<file path="src/rtl/dlx_pkg.sv">
// Shared definitions for the sized DLX memory-access stage: opcodes, access sizes,
// FSM states and the opcode decoder.
package dlx_pkg;

    localparam logic [5:0] OP_LB  = 6'b000001;
    localparam logic [5:0] OP_LBU = 6'b000010;
    localparam logic [5:0] OP_LH  = 6'b000011;
    localparam logic [5:0] OP_LHU = 6'b000100;
    localparam logic [5:0] OP_LW  = 6'b000101;
    localparam logic [5:0] OP_SB  = 6'b001000;
    localparam logic [5:0] OP_SH  = 6'b001001;
    localparam logic [5:0] OP_SW  = 6'b001010;

    localparam logic [31:0] NOP = 32'h0;

    // Wait-counter width; saturates rather than wrapping when the timeout is disabled.
    localparam int CNT_W = 16;

    typedef enum logic [1:0] {
        SZ_B,
        SZ_H,
        SZ_W
    } mem_size_e;

    typedef enum logic {
        ST_IDLE,
        ST_WAIT
    } state_e;

    typedef struct packed {
        logic      is_mem;
        logic      is_load;
        logic      sign_ext;
        mem_size_e size;
    } mem_op_t;

    function automatic mem_op_t decode_op(input logic [5:0] op);
        mem_op_t d;
        d.is_mem   = 1'b1;
        d.is_load  = 1'b0;
        d.sign_ext = 1'b0;
        d.size     = SZ_W;
        case (op)
            OP_LB:  begin d.is_load = 1'b1; d.sign_ext = 1'b1; d.size = SZ_B; end
            OP_LBU: begin d.is_load = 1'b1; d.size = SZ_B; end
            OP_LH:  begin d.is_load = 1'b1; d.sign_ext = 1'b1; d.size = SZ_H; end
            OP_LHU: begin d.is_load = 1'b1; d.size = SZ_H; end
            OP_LW:  begin d.is_load = 1'b1; d.size = SZ_W; end
            OP_SB:  d.size = SZ_B;
            OP_SH:  d.size = SZ_H;
            OP_SW:  d.size = SZ_W;
            default: d.is_mem = 1'b0;
        endcase
        return d;
    endfunction

endpackage

</file>
<file path="src/rtl/mem_lane_align.sv">
// Big-endian lane steering for sized accesses: byte enables, replicated store data,
// load lane extraction with sign/zero extension, and the alignment check.
module mem_lane_align
    import dlx_pkg::*;
(
    input  mem_size_e   size,
    input  logic        sign_ext,
    input  logic [1:0]  off,
    input  logic [31:0] bin4,
    input  logic [31:0] mem_rdata,
    output logic [3:0]  mem_be,
    output logic [31:0] mem_wdata,
    output logic [31:0] load_data,
    output logic        aligned
);

    logic [7:0]  byte_lane;
    logic [15:0] half_lane;

    // Byte offset 0 is the most significant lane.
    always_comb begin
        byte_lane = 8'h00;
        case (off)
            2'd0: byte_lane = mem_rdata[31:24];
            2'd1: byte_lane = mem_rdata[23:16];
            2'd2: byte_lane = mem_rdata[15:8];
            2'd3: byte_lane = mem_rdata[7:0];
            default: byte_lane = 8'h00;
        endcase
        half_lane = off[1] ? mem_rdata[15:0] : mem_rdata[31:16];
    end

    always_comb begin
        mem_be    = 4'b1111;
        mem_wdata = bin4;
        load_data = mem_rdata;
        aligned   = 1'b1;
        case (size)
            SZ_B: begin
                mem_be    = 4'b1000 >> off;
                mem_wdata = {4{bin4[7:0]}};
                load_data = {{24{sign_ext & byte_lane[7]}}, byte_lane};
            end
            SZ_H: begin
                mem_be    = off[1] ? 4'b0011 : 4'b1100;
                mem_wdata = {2{bin4[15:0]}};
                load_data = {{16{sign_ext & half_lane[15]}}, half_lane};
                aligned   = ~off[0];
            end
            default: begin
                aligned = (off == 2'b00);
            end
        endcase
    end

endmodule

</file>
<file path="src/rtl/memaccess_sized.sv">
// DLX MEM stage with sized big-endian accesses, req/ready stalling, optional wait
// timeout (bus error) and misalignment trap; non-memory ops pass through in one cycle.
module memaccess_sized
    import dlx_pkg::*;
#(
    parameter int ADDR_W        = 32,
    parameter int TIMEOUT       = 0,
    parameter int TRAP_MISALIGN = 1
) (
    input  logic              clock4,
    input  logic              reset4,
    input  logic [31:0]       inst_in4,
    input  logic [31:0]       alu_in4,
    input  logic [31:0]       bin4,
    input  logic [31:0]       mem_rdata,
    input  logic              mem_ready,
    output logic              mem_req,
    output logic              mem_we,
    output logic [ADDR_W-1:0] mem_addr,
    output logic [3:0]        mem_be,
    output logic [31:0]       mem_wdata,
    output logic              stall4,
    output logic [31:0]       inst_out4,
    output logic [31:0]       alu_out4,
    output logic              misalign4,
    output logic              buserr4
);

    localparam logic [CNT_W-1:0] TIMEOUT_CNT = CNT_W'(TIMEOUT);

    state_e             state_reg, state_next;
    logic [CNT_W-1:0]   cnt_reg, cnt_next;
    logic [31:0]        inst_out_reg, inst_out_next;
    logic [31:0]        alu_out_reg, alu_out_next;
    logic               misalign_reg, misalign_next;
    logic               buserr_reg, buserr_next;
    logic               skip_reg, skip_next;
    logic [31:0]        skip_inst_reg, skip_inst_next;

    mem_op_t            op;
    logic [1:0]         off;
    logic [1:0]         off_eff;
    logic               aligned;
    logic               trap_misalign;
    logic               skip_active;
    logic               timeout_hit;
    logic [3:0]         lane_be;
    logic [31:0]        load_data;

    assign op  = decode_op(inst_in4[31:26]);
    assign off = alu_in4[1:0];

    // Without trapping, the low address bits are forced to the access size's alignment.
    always_comb begin
        off_eff = off;
        if (TRAP_MISALIGN == 0) begin
            case (op.size)
                SZ_H:    off_eff = {off[1], 1'b0};
                SZ_W:    off_eff = 2'b00;
                default: off_eff = off;
            endcase
        end
    end

    mem_lane_align u_lane (
        .size      (op.size),
        .sign_ext  (op.sign_ext),
        .off       (off_eff),
        .bin4      (bin4),
        .mem_rdata (mem_rdata),
        .mem_be    (lane_be),
        .mem_wdata (mem_wdata),
        .load_data (load_data),
        .aligned   (aligned)
    );

    assign trap_misalign = op.is_mem & ~aligned;
    // The post-buserr bubble lasts one cycle and is dropped early if upstream moves on.
    assign skip_active   = skip_reg & (inst_in4 == skip_inst_reg);
    assign timeout_hit   = (TIMEOUT != 0) && (state_reg == ST_WAIT) && (cnt_reg == TIMEOUT_CNT);

    assign mem_req   = op.is_mem & aligned & ~skip_active & ~reset4;
    assign mem_we    = mem_req & ~op.is_load;
    assign mem_addr  = {alu_in4[ADDR_W-1:2], 2'b00};
    assign mem_be    = op.is_mem ? lane_be : 4'b0000;
    assign stall4    = mem_req & ~mem_ready;

    assign inst_out4 = inst_out_reg;
    assign alu_out4  = alu_out_reg;
    assign misalign4 = misalign_reg;
    assign buserr4   = buserr_reg;

    always_ff @(posedge clock4 or posedge reset4) begin
        if (reset4) begin
            state_reg     <= ST_IDLE;
            cnt_reg       <= '0;
            inst_out_reg  <= NOP;
            alu_out_reg   <= 32'h0;
            misalign_reg  <= 1'b0;
            buserr_reg    <= 1'b0;
            skip_reg      <= 1'b0;
            skip_inst_reg <= 32'h0;
        end else begin
            state_reg     <= state_next;
            cnt_reg       <= cnt_next;
            inst_out_reg  <= inst_out_next;
            alu_out_reg   <= alu_out_next;
            misalign_reg  <= misalign_next;
            buserr_reg    <= buserr_next;
            skip_reg      <= skip_next;
            skip_inst_reg <= skip_inst_next;
        end
    end

    always_comb begin
        state_next     = ST_IDLE;
        cnt_next       = '0;
        inst_out_next  = inst_out_reg;
        alu_out_next   = alu_out_reg;
        misalign_next  = 1'b0;
        buserr_next    = 1'b0;
        skip_next      = 1'b0;
        skip_inst_next = skip_inst_reg;

        if (!op.is_mem) begin
            inst_out_next = inst_in4;
            alu_out_next  = alu_in4;
        end else if (trap_misalign) begin
            misalign_next = 1'b1;
            inst_out_next = NOP;
            alu_out_next  = alu_in4;
        end else if (skip_active) begin
            inst_out_next = NOP;
        end else if (mem_ready) begin
            // Completion beats a coincident timeout.
            inst_out_next = inst_in4;
            alu_out_next  = op.is_load ? load_data : bin4;
        end else if (timeout_hit) begin
            buserr_next    = 1'b1;
            inst_out_next  = NOP;
            alu_out_next   = alu_in4;
            skip_next      = 1'b1;
            skip_inst_next = inst_in4;
        end else begin
            state_next    = ST_WAIT;
            inst_out_next = NOP;
            if (state_reg == ST_IDLE) begin
                cnt_next = CNT_W'(1);
            end else if (cnt_reg == {CNT_W{1'b1}}) begin
                cnt_next = cnt_reg;
            end else begin
                cnt_next = cnt_reg + CNT_W'(1);
            end
        end
    end

endmodule

</file>
<file path="config.mk">
export PLATFORM = sky130hd
export DESIGN_NAME = memaccess_sized
export DESIGN_NICKNAME = d
export VERILOG_FILES = /design/src/rtl/dlx_pkg.sv /design/src/rtl/mem_lane_align.sv /design/src/rtl/memaccess_sized.sv
export SDC_FILE = /design/constraint.sdc
export NUM_CORES = 1
export LEC_CHECK = 0
export CAP_MARGIN = 10
export CORE_ASPECT_RATIO = 1.75
export CORE_MARGIN = 2
export CORE_UTILIZATION = 30
export CTS_CLUSTER_DIAMETER = 200
export DETAILED_ROUTE_END_ITERATION = 8
export MAX_ROUTING_LAYER = met4
export PLACE_DENSITY = 0.66
export SYNTH_ARGS = -nofsm -noshare
export SYNTH_HDL_FRONTEND = slang
export SYNTH_HIERARCHICAL = 1
export SYNTH_SLANG_ARGS = --single-unit
</file>
<file path="constraint.sdc">
create_clock -name clock4 -period 3.23 [get_ports clock4]
set_input_delay 0.323 -clock clock4 [delete_from_list [all_inputs] [get_ports clock4]]
set_output_delay 0.323 -clock clock4 [all_outputs]
set_load 0.05 [all_outputs]
</file>
==> results.toml <==
[cts]
ctsResizeCount = 0
clk_latency_ns = 0.32
cts.sinks = 65
clockRootBuffer = "clkbuf_16"
postCtsSetupRepairBufs = 0
clk_path_buf_depth = 2
cts_tree = "done"
clk_pin_slew_worst_paths_ns = 0.05
htree_levels = 3
hold_buffers = 0
cts_buffers = 9

[yosys]
yosys.area_share.simple_pct = 13.5
synth_area_um2 = 4530
synth-warning-count = 6
netlist_top_cells_count = "dfrtp_1 (65), mux2i_1 (50), buf_4 (49)"
synth_cells = 447
syn_avg_cell_area_um2 = 10.1
synth_top_family_by_area = "compound AO/OA/AOI/OAI gates"
synth_top_area_share_pct = 35.9
synth_edf_count = 0
synth_compound_area_share_pct = 21.6
yosysSeqAreaShare_pct = 35.9
async_reset_ff_share_pct = 100
synth_most_common_cell = "dfrtp_1"
synth_area_leader_cell = "dfrtp_1"
synthMuxAreaShare_pct = 15.0
synth_top_flop_cell = "dfrtp_1"
synth_cell_types = 48
ys_seq_elements = 65
synthTopCellsByArea = "dfrtp_1 (36%), mux2i_1 (11%), buf_4 (8.1%)"
yosys.area_share.xor_xnor_pct = 0.193
synthAdderAreaFrac_pct = 0

[grt]
grt_max_degree = 48
grt_pass1_wl_mm = 26.4
grt_pass1_vias = 4598
antenna_found_initial = 0
grt_overflow = 0
grt.total_usage_pct = 21.3

[layout]
nNetsFinal = 799
syn_to_final_growth_pct = 65.9
fillCellCount = 1354
n_antenna_cell = 0
drive_above_1_share_pct = 21.8

[route]
drt_wl_total_mm = 17.2
drc = 0
viasPerCell = 5.18
dr.pass1.iters = 5
drt_iter0_drc = 243
wl_per_cell_um = 20.1
drtAntennaViolNets = 0
vias = 4432

[placed_design]
io_buffer_count = 264
place_congestion = 0.949
hpwlAfterDp_mm = 13.9

[floorplan]
coreArea_um2 = 14800
start_util_pct = 30.5
rows = 59
io_pins = 268
die_area_um2 = 16100
die_h_um = 167
die_w_um = 96.9

[power_and_ir_drop]
power_mw = 3.07
p_per_area_nw_per_um2 = 408
ir_drop_mv = 0.249
p_leak_nw = 3.23

[worst_setup_path]
crit_fanout = 23
critical_path_required_ns = 2.91
rr_startpoint = "alu_out4[1]$_DFFE_PP0P_"
worstPathArrival_ns = 2.66
worstSetupEndpointType = "primary output"
crit_type = "input port to primary output"
startpoint = "inst_in4[27]"
startpoint_type = "input port"

[sta]
hold_violations = 0
relSlewSlack_pct = 47.0
max_freq_mhz = 335
worst_slew_pin_slew_ns = 0.788
period_needed_ns = 2.98
skew_ns = 0
setup-violations-final = 0
drv_slew = 0
rsz0062_at_grt = "false"
tns_ns = 0
post-route-period-util_pct = 92.3

[worst_hold_path]
min_path_type = "flop to flop"
hp-start = "alu_out4[24]$_DFFE_PP0P_"

[status]
status = "complete, no violations"

[run]
max_cap_violations = 0
layer usage:
layer	routed length, µm	track usage (%)
met1	6390	23.6
met2	9260	37.9
met3	863	2.81
met4	707	9.31
met5	0	-
area by class of cell:
class	instances	area (µm²)	area share, %
clock buffers	10	229	3.05
clock inverters	6	92.6	1.23
inverters	3	11.3	0.150
multi-input cells	299	2330	31.0
flip-flops and latches	65	1630	21.6
well taps	183	229	3.05
repair buffers	290	3000	39.9
critical path: stages:
cell and delay [ns]:
clkdlybuf4s50_1 0.65, xnor2_1 0.17, nor3b_1 0.07, a21oi_1 0.14
nor3_2 0.07, buf_12 0.18, a21oi_1 0.13, buf_4 0.18
o2111ai_4 0.22, nor2_4 0.19, and2_2 0.19, buf_12 0.14
registers in the layout (all words and copies together) (netlist names):
register	flops
inst_out4	32
alu_out4	32
misalign4	1
final timing paths:
check / cells past startpoint / endpoint / slack [ns]
worst min-delay path: 2 / alu_out4[24]$_DFFE_PP0P_ / 0.50
max in group asynchronous: 3 / inst_out4[9]$_DFF_PP0_ / 2.03
worst max-delay path: 12 / mem_we / 0.25
min in group asynchronous: 2 / alu_out4[27]$_DFFE_PP0P_ / 0.54
worst max register to register: 2 / alu_out4[1]$_DFFE_PP0P_ / 2.38
worst min register to register: 2 / alu_out4[24]$_DFFE_PP0P_ / 0.50
power breakdown:
group | leakage [nW] | switching [mW] | internal, mW
logic | 2.31 | 0.671 | 0.464
registers | 0.769 | 0.0251 | 0.870
clock network | 0.149 | 0.361 | 0.678
total | 3.23 | 1.06 | 2.01
through the flow:
stage	std cells	cell area (µm²)	utilization (%)	hold slack [ns]	setup slack (ns)
6_report	856	7520	50.7	0.505	0.248
5_1_grt	856	7520	50.7	0.538	0.0928
4_1_cts	852	7490	50.5	0.508	0.142
3_5_place_dp	836	7170	48.3	0.493	0.0777
3_3_place_gp	836	7170	48.3	0.488	0.104
2_1_floorplan	449	4550	-	0.421	-0.0545
cell families after synthesis:
logic type,after synthesis
flip-flops,65
buffers and inverters,85
AND/OR/NAND/NOR,101
XOR/XNOR,1
other,1
multiplexers,66
AO/OA/AOI/OAI,128
cell usage in the layout (no fill, tap or decap), types with 2 or more instances in the layout:
| cell | netlist | layout |
|---|---|---|
| o21ai_1 | 25 | 25 |
| mux2i_1 | 50 | 50 |
| nor3_1 | 4 | 2 |
| nor3b_1 | 2 | 2 |
| and2_1 | 5 | 4 |
| bufinv_16 | 0 | 2 |
| nor2b_2 | 29 | 29 |
| conb_1 | 1 | 3 |
| clkdlybuf4s50_1 | 0 | 233 |
| a22o_1 | 8 | 8 |
| clkinv_4 | 0 | 2 |
| clkinvlp_4 | 0 | 2 |
| nor2b_1 | 3 | 3 |
| clkbuf_16 | 0 | 9 |
| o21bai_1 | 3 | 3 |
| a221o_1 | 8 | 8 |
| a32oi_1 | 15 | 15 |
| buf_12 | 1 | 19 |
| nand2_1 | 33 | 32 |
| a22oi_2 | 10 | 10 |
| nor3_2 | 0 | 2 |
| buf_4 | 49 | 38 |
| o21ai_0 | 15 | 15 |
| inv_1 | 3 | 2 |
| dfrtp_1 | 65 | 65 |
| nor2_1 | 14 | 13 |
| a22oi_1 | 14 | 14 |
| mux2_2 | 16 | 16 |
| a21oi_1 | 20 | 20 |
No activity file was read; power rests on OpenSTA's default activity.
